## config.mk

```make
export PLATFORM = sky130hd
export DESIGN_NAME = survivor_readout
export DESIGN_NICKNAME = d
export VERILOG_FILES = /design/src/rtl/survivor_readout.sv
export SDC_FILE = /design/constraint.sdc
export NUM_CORES = 1
export LEC_CHECK = 0
export CAP_MARGIN = 20
export CORE_ASPECT_RATIO = 2
export CORE_MARGIN = 2
export CORE_UTILIZATION = 50
export DETAILED_ROUTE_END_ITERATION = 8
export HOLD_SLACK_MARGIN = 0.1
export PLACE_DENSITY = 0.69
export SETUP_SLACK_MARGIN = 0.3
export SKIP_LAST_GASP = 1
export SLEW_MARGIN = 5
export SYNTH_ARGS = -nofsm -noshare
export SYNTH_HDL_FRONTEND = slang
export SYNTH_SLANG_ARGS = --single-unit
export TNS_END_PERCENT = 1
```

## constraint.sdc

```tcl
create_clock -name clk -period 3.9 [get_ports clk]
set_input_delay 0.78 -clock clk [delete_from_list [all_inputs] [get_ports clk]]
set_output_delay 0.78 -clock clk [all_outputs]
set_load 0.02 [all_outputs]
```

## src/rtl/survivor_readout.sv

```systemverilog
// Viterbi survivor readout: captures 8-column frames into two ping-pong
// buffers and streams the best state's decision history oldest bit first.
module survivor_readout #(
  parameter int NUM_COL = 8,
  parameter int WORD_W  = 32,
  parameter int DEPTH   = 8
) (
  input  logic              clk,
  input  logic              rst,
  input  logic [WORD_W-1:0] mem_data,
  input  logic              col_sync,
  input  logic              frame_en,
  input  logic [4:0]        best_state,
  output logic              dec_bit,
  output logic              dec_valid,
  input  logic              dec_ready,
  output logic              ovf,
  output logic              sync_err,
  output logic              busy
);

  localparam int CW = $clog2(NUM_COL);
  localparam int BW = $clog2(DEPTH);
  localparam int LW = $clog2(WORD_W / DEPTH);

  typedef enum logic {CAP_IDLE, CAP_RUN} cap_e;
  typedef enum logic {OUT_IDLE, OUT_SEND} out_e;

  cap_e            cap_q;
  out_e            out_q;
  logic [CW-1:0]   col_cnt_q;
  logic            disc_q;
  logic            wr_q;
  logic            rd_q;
  logic [1:0]      full_q;
  logic [BW-1:0]   bit_idx_q;
  logic            dec_bit_q;
  logic            dec_valid_q;
  logic            ovf_q;
  logic            sync_err_q;

  logic [WORD_W-1:0] mem_q [2][NUM_COL];
  logic [4:0]        st_q  [2];

  logic          release_d;
  logic          start_d;
  logic          free_d;
  logic          last_d;
  logic          wr_en_d;
  logic [CW-1:0] wr_col_d;

  always_comb begin
    release_d = (out_q == OUT_SEND) && dec_ready && (bit_idx_q == '0);
    start_d   = col_sync && frame_en;
    // A buffer drained on this very edge is free for a new frame
    free_d    = !full_q[wr_q] || (release_d && (rd_q == wr_q));
    last_d    = (cap_q == CAP_RUN) && !col_sync &&
                (col_cnt_q == CW'(NUM_COL - 1));
    wr_en_d   = (start_d && free_d) ||
                ((cap_q == CAP_RUN) && !col_sync && !disc_q);
    wr_col_d  = start_d ? '0 : col_cnt_q;
  end

  logic [4:0]        st_cur;
  logic [4:0]        st_oth;
  logic [WORD_W-1:0] w_cur;
  logic [WORD_W-1:0] w_oth;
  logic [DEPTH-1:0]  h_cur;
  logic [DEPTH-1:0]  h_oth;

  always_comb begin
    st_cur = st_q[rd_q];
    st_oth = st_q[~rd_q];
    w_cur  = mem_q[rd_q][st_cur[4:LW]];
    w_oth  = mem_q[~rd_q][st_oth[4:LW]];
    h_cur  = w_cur[int'(st_cur[LW-1:0]) * DEPTH +: DEPTH];
    h_oth  = w_oth[int'(st_oth[LW-1:0]) * DEPTH +: DEPTH];
  end

  always_ff @(posedge clk) begin
    if (wr_en_d) mem_q[wr_q][wr_col_d] <= mem_data;
    if (last_d && !disc_q) st_q[wr_q] <= best_state;
  end

  always_ff @(posedge clk or posedge rst) begin
    if (rst) begin
      cap_q       <= CAP_IDLE;
      out_q       <= OUT_IDLE;
      col_cnt_q   <= '0;
      disc_q      <= 1'b0;
      wr_q        <= 1'b0;
      rd_q        <= 1'b0;
      full_q      <= '0;
      bit_idx_q   <= '0;
      dec_bit_q   <= 1'b0;
      dec_valid_q <= 1'b0;
      ovf_q       <= 1'b0;
      sync_err_q  <= 1'b0;
    end else begin
      ovf_q      <= 1'b0;
      sync_err_q <= 1'b0;

      unique case (cap_q)
        CAP_IDLE: begin
          if (start_d) begin
            cap_q     <= CAP_RUN;
            col_cnt_q <= CW'(1);
            disc_q    <= !free_d;
          end
        end
        CAP_RUN: begin
          if (col_sync) begin
            sync_err_q <= 1'b1;
            if (frame_en) begin
              col_cnt_q <= CW'(1);
              disc_q    <= !free_d;
            end else begin
              cap_q <= CAP_IDLE;
            end
          end else if (last_d) begin
            cap_q <= CAP_IDLE;
            if (disc_q) begin
              ovf_q <= 1'b1;
            end else begin
              full_q[wr_q] <= 1'b1;
              wr_q         <= ~wr_q;
            end
          end else begin
            col_cnt_q <= col_cnt_q + 1'b1;
          end
        end
        default: cap_q <= CAP_IDLE;
      endcase

      unique case (out_q)
        OUT_IDLE: begin
          if (full_q[rd_q]) begin
            out_q       <= OUT_SEND;
            bit_idx_q   <= BW'(DEPTH - 1);
            dec_valid_q <= 1'b1;
            dec_bit_q   <= h_cur[DEPTH-1];
          end
        end
        OUT_SEND: begin
          if (dec_ready) begin
            if (bit_idx_q != '0) begin
              bit_idx_q <= bit_idx_q - 1'b1;
              dec_bit_q <= h_cur[bit_idx_q - 1'b1];
            end else begin
              full_q[rd_q] <= 1'b0;
              rd_q         <= ~rd_q;
              if (full_q[~rd_q]) begin
                bit_idx_q <= BW'(DEPTH - 1);
                dec_bit_q <= h_oth[DEPTH-1];
              end else begin
                out_q       <= OUT_IDLE;
                dec_valid_q <= 1'b0;
                dec_bit_q   <= 1'b0;
              end
            end
          end
        end
        default: out_q <= OUT_IDLE;
      endcase
    end
  end

  assign dec_bit   = dec_bit_q;
  assign dec_valid = dec_valid_q;
  assign ovf       = ovf_q;
  assign sync_err  = sync_err_q;
  assign busy      = (cap_q == CAP_RUN) | full_q[0] | full_q[1];

endmodule
```

== Word level (Yosys, flattened, before mapping) ==
Memory sizes are Yosys's and may differ from the RTL's.
Cells that the tools add are included.

* Bits in registers: 17
* Bits in latches: 0
* RAM bits: 522
* Memory bits (read-only): 0
* Bits of input ports: 42
* Output and inout bits: 5
* Logic and storage cells: 154
* Memories: 2

{| class="wikitable"
|+ Memories
! name !! words !! width !! rd ports !! clocked after Yosys merged registers in !! write ports !! RTL line !! RTL
|-
| mem_q || 2 || 256 || 2 || 0 || 1 || 42 || <nowiki>logic [WORD_W-1:0] mem_q [2][NUM_COL];</nowiki>
|-
| st_q || 2 || 5 || 2 || 0 || 1 || 43 || <nowiki>logic [4:0] st_q [2];</nowiki>
|}

* Add/sub/neg operators: 2
* Multipliers: 0
* Div/mod/pow operators: 0
* $lt $le $gt $ge: 10
* Equality and inequality tests: 12
* Shift operators: 2
* Mux-type cells: 72
* Bitwise operators: 15
* Reduce and logical (&&, ||, !) cells: 27

{| class="wikitable"
|+ Operator list
! cell !! number
|-
| 256-bit 2-to-1 mux || 1
|-
| 32-bit binary-select mux with 3-bit select || 2
|-
| 32-bit 2-to-1 mux || 5
|-
| 32-bit demux with 3-bit select || 1
|-
| 32-bit by 6-bit variable part select with 8-bit output || 2
|-
| 1-bit 2-to-1 mux || 37
|-
| 3-bit 2-to-1 mux || 9
|-
| 2-bit 2-to-1 mux || 7
|-
| 2-bit != test, second input constant || 7
|-
| 4-bit greater-or-equal comparator, second input constant || 3
|-
| 1-bit logical AND || 12
|-
| 3-bit inverter with 4-bit output || 3
|-
| 3-bit case mux with 2 select lines || 2
|-
| 3-bit AND reduction || 4
|-
| 1-bit case mux with 2 select lines || 5
|-
| 4-bit AND reduction || 2
|-
| 1-bit inverter || 7
|-
| 1-bit by 2-bit less-than comparator with 1-bit output, second input constant || 3
|-
| 3-bit != test, second input constant || 2
|-
| 1-bit logical NOT || 4
|-
| 3-bit by 4-bit less-than comparator with 1-bit output, second input constant || 1
|-
| 4-bit by 1-bit less-than comparator with 1-bit output, second input constant || 1
|-
| 3-bit by 1-bit adder with 3-bit output, second input constant || 1
|-
| 1-bit binary-select mux with 3-bit select || 1
|-
| other kinds (14) || 18
|}

== Depth between registers and ports, before layout ==
Gate-level depths: netlist of the first run.

* Depth in word-level cells: 13
* Mapped depth: 12
* Gate-level depth less buffers: 9

== Worst setup path after synthesis of the first run ==
No wires, ideal clock.

* Path kind: input to register
* Start: input port col_sync
* End: memory mem_q[1][160] (netlist bit) (enable)
* Setup time: 0.461 ns
* Data arrival time: 3.517 ns
* Required time: 3.439 ns
* Setup slack: -0.078 ns
* Stages on the path: 4
* Path buffers: 0
* Cells stage by stage: nand2b_1 -> nor2_1 -> nand3_1 -> nor3_1

* Word-level cells in the longest chain between the ends: 8
* Elaborated cells on any way between the ends: 15
* Those cells by class: order compare (2); mux (5); bitwise (1); reduce/logical (7)

{| class="wikitable"
|+ RTL lines
! element !! RTL line !! RTL
|-
| from (decl) || 11 || <nowiki>input logic col_sync,</nowiki>
|-
| 1-bit logical AND || 54 || <nowiki>start_d = col_sync && frame_en;</nowiki>
|-
| 3-bit 2-to-1 mux || 61 || <nowiki>wr_col_d = start_d ? '0 : col_cnt_q;</nowiki>
|-
| 3-bit inverter with 4-bit output (implied by the code) || 81 || <nowiki>if (wr_en_d) mem_q[wr_q][wr_col_d] <= mem_data;</nowiki>
|-
| 4-bit greater-or-equal comparator (implied by the code) / 4-bit by 1-bit less-than comparator with 1-bit output (equally long branches) || 81 ||
|-
| 1-bit logical AND (implied by the code) || 81 ||
|-
| 32-bit 2-to-1 mux (implied by the code) || 81 ||
|-
| 32-bit demux with 3-bit select || 81 ||
|-
| 256-bit 2-to-1 mux (implied by the code) * || 81 ||
|-
| to (decl) || 42 ||
|}

Mark *: on every way between the ends. The rest lies on a longest branch, timed or not.

== Worst setup path in the final report of the first run ==
* Start: register rd_q
* End: register dec_bit_q, in the netlist dec_bit

* Word-level cells in the longest chain between the ends: 11
* Elaborated cells on any way between the ends: 26
* Those cells by class: eq/ne (1); shift (2); mux (17); bitwise (3); reduce/logical (1); memory (2)

{| class="wikitable"
|+ RTL lines
! element !! RTL line !! RTL
|-
| from (decl) || 34 || <nowiki>logic rd_q;</nowiki>
|-
| from (signal assigned) || 151 || <nowiki>rd_q <= ~rd_q;</nowiki>
|-
| memory read 2 x 5 bit / 1-bit inverter (equally long branches) || n/a ||
|-
| 3-bit inverter with 4-bit output (implied by the code) / memory read 2 x 5 bit (equally long branches) || n/a ||
|-
| 32-bit binary-select mux with 3-bit select / 3-bit inverter with 4-bit output (equally long branches) || 74, 75 ||
|-
| 32-bit 2-to-1 mux (implied by the code) / 32-bit binary-select mux with 3-bit select (equally long branches) || 74, 75 ||
|-
| 32-bit 2-to-1 mux, on equally long branches || 74, 75 ||
|-
| 32-bit by 6-bit variable part select with 8-bit output / 32-bit 2-to-1 mux (equally long branches) || 76, 75 ||
|-
| 1-bit binary-select mux with 3-bit select / 32-bit by 6-bit variable part select with 8-bit output (equally long branches) || 148, 77 ||
|-
| 1-bit 2-to-1 mux, on equally long branches || 148, 152 ||
|-
| 1-bit 2-to-1 mux || 146 || <nowiki>if (bit_idx_q != '0) begin</nowiki>
|-
| 1-bit 2-to-1 mux || 145 || <nowiki>if (dec_ready) begin</nowiki>
|-
| 1-bit case mux with 2 select lines || 135 || <nowiki>unique case (out_q)</nowiki>
|-
| to (signal assigned) || 141 || <nowiki>dec_bit_q <= h_cur[DEPTH-1];</nowiki>
|-
| to (signal assigned) || 148 || <nowiki>dec_bit_q <= h_cur[bit_idx_q - 1'b1];</nowiki>
|-
| to (signal assigned) || 154 || <nowiki>dec_bit_q <= h_oth[DEPTH-1];</nowiki>
|-
| to (decl) || 37 || <nowiki>logic dec_bit_q;</nowiki>
|}

Parallel ways exist; a longest one is shown, timed or not. The select of a mux whose other input is x is not followed.
A chain may end at the register's enable or synchronous reset.

==> metrics.md, run 1 <==
| Metric | Value |
|---|---|
| Antenna violations before repair | `0` |
| Synthesized area | `22100 um2` |
| Final setup fails | `0` |
| GRT Residual Overflow | `0` |
| Die X | `153 um` |
| Worst-path clk slew | `0.08 ns` |
| Cell mode on critical path | `buf_4` |
| Die Y | `301 um` |
| Layout Cells excl Fill | `1973` |
| Hold Vio Cnt, Final | `0` |
| Initial Utilization | `50.7%` |
| Met3 WL | `4960 um` |
| Top post-synthesis cells by area | `edfxtp_1 (71%), mux4_2 (6.1%), mux2i_1 (4.8%), nand2_1 (2.1%), dfrtp_1 (1.9%)` |
| Vias/cell | `roughly 6.5` |
| Design area | `25200 um2` |
| Arrival @ worst endpoint | `around 3.8 ns` |
| Root Driver | `clkbuf_16` |
| Commonest non-fill, non-tap cell in the layout | `edfxtp_1` |
| PortBufs | `46` |
| Initial DRC count | `1235` |
| Setup Buffers After CTS | `0` |
| Drt pass-1 iters | `5` |
| DRT antenna net count | `0` |
| Fmax | `298 MHz` |
| Avg Cell Area, Syn | `17.1 um2` |
| Highest routed layer | `met4` |
| Yosys warns | `0` |
| FP Rows | `about 110` |
| Worst slew margin | `between 30% and 40%` |
| PwrDens | `476 nW/um2` |
| Syn Nets | `1338` |
| Crit end category | `register` |
| GRT Util Overall | `27.6%` |
| Share of cells above drive strength 1 | `17.6%` |
| Register bit count reported by yosys | `539` |
| Vias in the first global route | `between 10000 and 15000` |
| Dominant cell type by area after synthesis | `edfxtp_1` |
| Final Skew | `between 0.01 and 0.015 ns` |
| Die area | `46000 um2` |
| Fin crit share | `approximately 86%` |
| Post-DP HPWL | `38700 um` |
| CTS resizes | `0` |
| CTS HTree Levels | `2` |
| Number of cells after detailed placement | `1892` |
| Met2 Wirelength | `between 30000 and 40000 um` |
| Critical-path cell list | `buf_4 > nor3b_2 > buf_4 > a22oi_1 > nand3_1 > o311ai_0 > o21ai_0 > a2111oi_0 > or4_1` |
| Core region area | `43500 um2` |
| Crit path kind | `register to register` |
| Worst-skew pair later-pin latency | `about 0.57 ns` |
| Synth cell types | `just under 70` |
| Required time worst endpoint | `4.33 ns` |
| RSZ-0062 raised after global routing | `false` |
| Post-Route M1 WL | `20700 um` |
| Cts hold-fix bufs | `0` |
| Area of the multi-input gates | `around 5600 um2` |
| Area grow syn2layout | `14.1%` |
| Slowest stage delay, CP | `between 0.6 and 0.7 ns` |
| CTS tree | `done` |
| Largest net degree at the start of global routing | `49` |
| Worst VDD drop | `0.328 mV` |
| Global-route wire length before repair | `91200 um` |
| Post-synth EDFFs | `522` |
| Synth Flop Type | `edfxtp_1` |
| Status | `completed` |
| Worst Tran Pin Value | `1.02 ns` |
| Crit path buf inv count | `2` |
| Total number of vias | `12900` |
| Max-slew violation count | `0` |
| Most frequent cells in the layout | `edfxtp_1 (522), nand2_1 (124), mux2i_1 (105), mux4_2 (60), buf_4 (54)` |
| Worst path slowest cell | `nor3b_2` |
| Post-Synthesis Cells | `~1300` |
| Max clock buf depth | `3` |
| Hold Path Class | `register to register` |
| CP Launch Type | `register` |
| Final #Nets | `1435` |
| Placed cell area | `23700 um2` |
| CTS buffer count | `45` |
| Delay-heaviest family, CP | `simple AND/OR/NAND/NOR gates` |
| Avg WL per Cell | `32.0 um` |
| Post-synth top area share | `71.0%` |
| Final setup TNS | `0 ns` |
| GPL Wtd Cong | `between 0.9 and 1` |
| WL final | `63200 um` |
| Filler instances | `3209` |
| Residual DRC | `0` |
| Asr flop ratio synth | `3.15%` |
| CTS Sinks | `539` |
| Lkg Pwr | `0.00835 uW` |
| Register area | `16100 um2` |
| Max Cap Viol | `0` |
| IO Pins | `47` |
| Sequential-to-total area share from yosys stat | `72.9%` |
| Min Clock Period, post-route | `3.35 ns` |
| Peak fanout along the critical path | `17` |
| Antenna diodes | `0` |
-- power by group --
part	internal [uW]	switching, uW	total [uW]
clock network	2470	2020	4490
logic	322	646	967
registers	6450	73.9	6520
-- worst register-to-register path, delay by kind of cell (launching register included) --
family / cells / cell delay [ns]
flip-flops: 1 / 0.55
AND/OR/NAND/NOR: 3 / 1.31
AO/OA/AOI/OAI: 4 / 0.82
buffers and inverters: 2 / 0.53
-- flip-flops by register name, summed over array words and instances (netlist names) --
name,cells
st_q,10
out_q,1
cap_q,1
bit_idx_q,3
ovf,1
rd_q,1
dec_valid,1
mem_q,512
wr_q,1
full_q,2
col_cnt_q,3
disc_q,1
dec_bit,1
sync_err,1
-- through the flow --
stage | hold slack [ns] | total power (uW) | util (%) | setup slack [ns]
final | 0.523 | 12000 | 57.9 | 0.550
after global routing | 0.570 | 12300 | 57.9 | 0.428
after CTS | 0.541 | 12000 | 57.9 | 0.596
after detailed placement | 0.524 | 7590 | 54.6 | 0.579
after global placement | 0.516 | 7580 | 54.6 | 0.574
after floorplan | 0.475 | 7070 | - | -0.0735
-- cell type report --
cell class,instances,share of cell area [%]
clock buffers,54,4.77
clock inverters,27,0.959
inverters,11,0.164
multi-input cells,672,22.4
flip-flops and latches,539,63.9
well taps,550,2.73
repair buffers,120,5.03
-- cell families (layout without fill, tap and decap cells) --
kind of cell	count (synthesis)	in the layout	synth area share, %
simple gates	296	296	6.21
flops	539	539	72.9
compound gates	175	175	5.59
mux	196	196	12.9
buf+inv	81	212	2.12
xor+xnor	1	1	0.0397
fa+ha+maj	4	4	0.227
-- final timing paths --
path                                start        end  slack [ns]  depth (start not counted)
worst max-delay path                 rd_q    dec_bit        0.55                          9
max in group asynchronous             rst       rd_q        2.73                          2
worst max register to register       rd_q    dec_bit        0.55                          9
min in group asynchronous             rst  dec_valid        0.65                          2
worst min register to register  dec_valid  dec_valid        0.52                          2
worst min-delay path            dec_valid  dec_valid        0.52                          2
-- cell usage after synthesis, types with 6 or more instances --
| cell | count |
|---|---|
| nand3_1 | 27 |
| mux2i_1 | 105 |
| nor2b_1 | 11 |
| a32oi_1 | 6 |
| mux2_2 | 19 |
| dfrtp_1 | 17 |
| a31oi_1 | 25 |
| inv_1 | 11 |
| nand4_1 | 18 |
| o21ai_0 | 18 |
| edfxtp_1 | 522 |
| buf_2 | 26 |
| buf_4 | 6 |
| nand2_1 | 124 |
| a21oi_1 | 26 |
| nor3_1 | 16 |
| a221oi_1 | 7 |
| mux4_2 | 60 |
| a22o_1 | 6 |
| nand2b_1 | 11 |
| a211oi_1 | 15 |
| nor2_1 | 57 |
| o22ai_1 | 11 |
| clkbuf_1 | 22 |
| a22oi_1 | 21 |
| buf_6 | 13 |
-- layer usage --
| metal | vias to the layer above | GRT usage, % |
|---|---|---|
| li1 | 5355 | - |
| met1 | 6488 | 30.8 |
| met2 | 789 | 47.2 |
| met3 | 280 | 4.44 |
| met4 | 0 | 21.4 |
| met5 | - | 0 |
Power figures use the tool's default switching activity.
==> run 2, diff against run 1 <==
--- a/config.mk
+++ b/config.mk
@@ -10,6 +10,7 @@
 export CORE_MARGIN = 2
 export CORE_UTILIZATION = 50
 export DETAILED_ROUTE_END_ITERATION = 8
+export GPL_TIMING_DRIVEN = 0
 export HOLD_SLACK_MARGIN = 0.1
 export PLACE_DENSITY = 0.69
 export SETUP_SLACK_MARGIN = 0.3
==> metrics.md, run 2 (synthesis results as in run 1) <==
| Metric | Value |
|---|---|
| Status | `completed (unchanged)` |
| Delay-heaviest family, CP | `buffers and inverters (was simple AND/OR/NAND/NOR gates)` |
| Avg WL per Cell | `34.4 um (was 32.0 um)` |
| PnR worst setup slack | `0.353 ns (was 0.550 ns)` |
| Final #Nets | `1459 (was 1435)` |
| Hold Vio Cnt, Final | `0 (unchanged)` |
| Lkg Pwr | `0.00840 uW (was 0.00835 uW)` |
| Largest net degree at the start of global routing | `21 (was 49)` |
| Worst-path clk slew | `0.07 ns (was 0.08 ns)` |
| Residual DRC | `0 (unchanged)` |
| CP Launch Type | `register (unchanged)` |
| Switch Pwr | `2750 uW (was 2740 uW)` |
| Max-slew violation count | `0 (unchanged)` |
| Die Y | `301 um (unchanged)` |
| WP depth | `11 (was 9)` |
| Combinational Power Share | `8.3% (was 8.1%)` |
| Final setup fails | `0 (unchanged)` |
| FP Rows | `108 (unchanged)` |
| Root Driver | `clkbuf_16 (unchanged)` |
| IO Pins | `47 (unchanged)` |
| Worst Tran Pin Value | `1.02 ns (about the same)` |
| PortBufs | `46 (unchanged)` |
| R2R depth | `11 (was 9)` |
| Total power draw | `11800 uW (was 12000 uW)` |
| Crit end category | `register (unchanged)` |
| Slowest stage delay, CP | `0.51 ns (was 0.63 ns)` |
| Die X | `153 um (unchanged)` |
| CTS buffer count | `45 (unchanged)` |
| Worst path slowest cell | `or3_1 (was nor3b_2)` |
| Vias in the first global route | `13300 (was 13400)` |
| Fin crit share | `91.0% (was 85.9%)` |
| Core region area | `43500 um2 (unchanged)` |
| GPL Wtd Cong | `0.952 (was 0.935)` |
| Worst setup endpoint | `mem_q[1][232] (was dec_bit)` |
| Die area | `46000 um2 (unchanged)` |
| GRT Util Overall | `29.8% (was 27.6%)` |
| GRT Residual Overflow | `0 (unchanged)` |
| CP Launch Point | `rd_q (unchanged)` |
| Reg with most FFs | `mem_q (unchanged)` |
| Sw frac | `23.2% (was 22.9%)` |
| RSZ-0062 raised after global routing | `true (was false)` |
| Min-Delay Startpoint | `dec_valid (unchanged)` |
| Worst VDD drop | `0.368 mV (was 0.328 mV)` |
| Worst reg2reg endpoint | `mem_q[1][232] (was dec_bit)` |
| Worst-skew pair later-pin latency | `0.57 ns (about the same)` |
| Crit path buf inv count | `6 (was 2)` |
| Filler instances | `3247 (was 3209)` |
| WL final | `68600 um (was 63200 um)` |
| Top Registers | `mem_q (512), st_q (10) (unchanged)` |
| Max Cap Viol | `0 (unchanged)` |
| Place WS | `-0.266 ns (was 0.579 ns)` |
| Reg-to-Reg Start | `rd_q (unchanged)` |
| CTS HTree Levels | `2 (unchanged)` |
| Worst slew margin | `31.4% (was 31.7%)` |
| Total number of vias | `13400 (was 12900)` |
| Hold Path Class | `register to register (unchanged)` |
| Crit path kind | `register to register (unchanged)` |
| Drt pass-1 iters | `6 (was 5)` |
| Final Skew | `0.0193 ns (was 0.0129 ns)` |
| Max clock buf depth | `3 (unchanged)` |
| Critical-path cell list | `buf_6 > buf_6 > inv_1 > clkbuf_2 > or3_1 > nand3_1 > o2111a_1 > a21oi_1 > nor2b_4 > buf_12 > buf_12 (was buf_4 > nor3b_2 > buf_4 > a22oi_1 > nand3_1 > o311ai_0 > o21ai_0 > a2111oi_0 > or4_1)` |
| Sequential power share | `55.0% (was 54.4%)` |
| PwrDens | `468 nW/um2 (was 476 nW/um2)` |
| Min Clock Period, post-route | `3.55 ns (was 3.35 ns)` |
| Share of cells above drive strength 1 | `17.6% (about the same)` |
| Internal power | `9100 uW (was 9240 uW)` |
| Initial Utilization | `50.7% (unchanged)` |
| CTS Sinks | `539 (unchanged)` |
| Area of the multi-input gates | `5680 um2 (was 5640 um2)` |
| Register area | `16100 um2 (about the same)` |
| Clock power share | `36.7% (was 37.5%)` |
| Max reg flops | `512 (unchanged)` |
| Area grow syn2layout | `14.5% (was 14.1%)` |
| Cts hold-fix bufs | `0 (unchanged)` |
| Arrival @ worst endpoint | `3.80 ns (was 3.78 ns)` |
| Peak fanout along the critical path | `15 (was 17)` |
| Global-route wire length before repair | `96400 um (was 91200 um)` |
| Initial DRC count | `1632 (was 1235)` |
| Antenna violations before repair | `3 (was 0)` |
| Most frequent cells in the layout | `edfxtp_1 (522), nand2_1 (124), mux2i_1 (105), mux4_2 (60), clkdlybuf4s50_1 (46) (was edfxtp_1 (522), nand2_1 (124), mux2i_1 (105), mux4_2 (60), buf_4 (54))` |
| Required time worst endpoint | `4.15 ns (was 4.33 ns)` |
| Worst Hold Slack | `0.525 ns (was 0.523 ns)` |
| Post-DP HPWL | `45000 um (was 38700 um)` |
| CTS tree | `done (unchanged)` |
| Vias/cell | `6.73 (was 6.54)` |
| DRT antenna net count | `0 (unchanged)` |
| Fmax | `282 MHz (was 298 MHz)` |
| Commonest non-fill, non-tap cell in the layout | `edfxtp_1 (unchanged)` |
| Reg2reg setup slack | `0.35 ns (was 0.55 ns)` |
| Hold Crit Depth | `2 (unchanged)` |
[run 2: cell types whose count changed in the layout (fill, tap and decap cells not counted), moves of 7 or more]
cell / delta
buf_2: +19
buf_4: -43
buf_6: +14
clkbuf_1: +19
clkbuf_2: +10
clkbuf_4: +7
[run 2: power by group through the flow]
stage          clock [uW]  sequential [uW]  combinational, uW
4_1_cts              4350             6510                937
3_3_place_gp            0             6630                882
2_1_floorplan           0             6620                448
3_5_place_dp            0             6640                923
6_report             4340             6510                987
5_1_grt              4570             6520               1020
[run 2: stage by stage]
step	cell area, um2	setup TNS (ns)	std cells	utilization (%)
after floorplan	22100	-2.35	1292	-
after CTS	25200	0	1992	58.0
after global routing	25300	0	1993	58.1
after global placement	23200	-1032.95	1888	53.4
final	25300	0	1993	58.1
after detailed placement	23800	-0.266	1914	54.8
[run 2: worst min path at each step]
stage                endpoint  slack, ns
floorplan            sync_err       0.47
global placement    dec_valid       0.48
detailed placement  dec_valid       0.51
CTS                 dec_valid       0.53
global route        dec_valid       0.55
finish              dec_valid       0.53
[run 2: worst reg2reg max path, stage by stage (launching register included)]
cell and delay (ns):
dfrtp_1 0.43, buf_6 0.19, buf_6 0.16, inv_1 0.26, clkbuf_2 0.45, or3_1 0.51
nand3_1 0.10, o2111a_1 0.24, a21oi_1 0.12, nor2b_4 0.30, buf_12 0.23, buf_12 0.23
[run 2: cell type report]
class / instances / share of cell area (%)
Clock buffer: 59 / 4.70
Tap cell: 550 / 2.72
Buffer: 70 / 1.81
Timing Repair Buffer: 74 / 3.81
Clock inverter: 17 / 0.658
Multi-Input combinational cell: 672 / 22.5
Inverter: 11 / 0.163
Antenna cell: 1 / 0.00990
Sequential cell: 539 / 63.7
[run 2: what timing repair did]
action | in CTS | in global routing
pin swaps | 1 | 0
gates cloned | 0 | 0
resized for setup | 3 | 37
setup buffers | 2 | 0
endpoints found under the setup margin | 34 | 61
[run 2: layer usage]
metal  GRT usage (%)  routed length, um  part of all wire [%]
met1            33.8              22100                    32
met2            50.8              34700                    51
met3            5.09               5720                   8.3
met4            21.9               6010                   8.8
met5               0                 26                 0.038
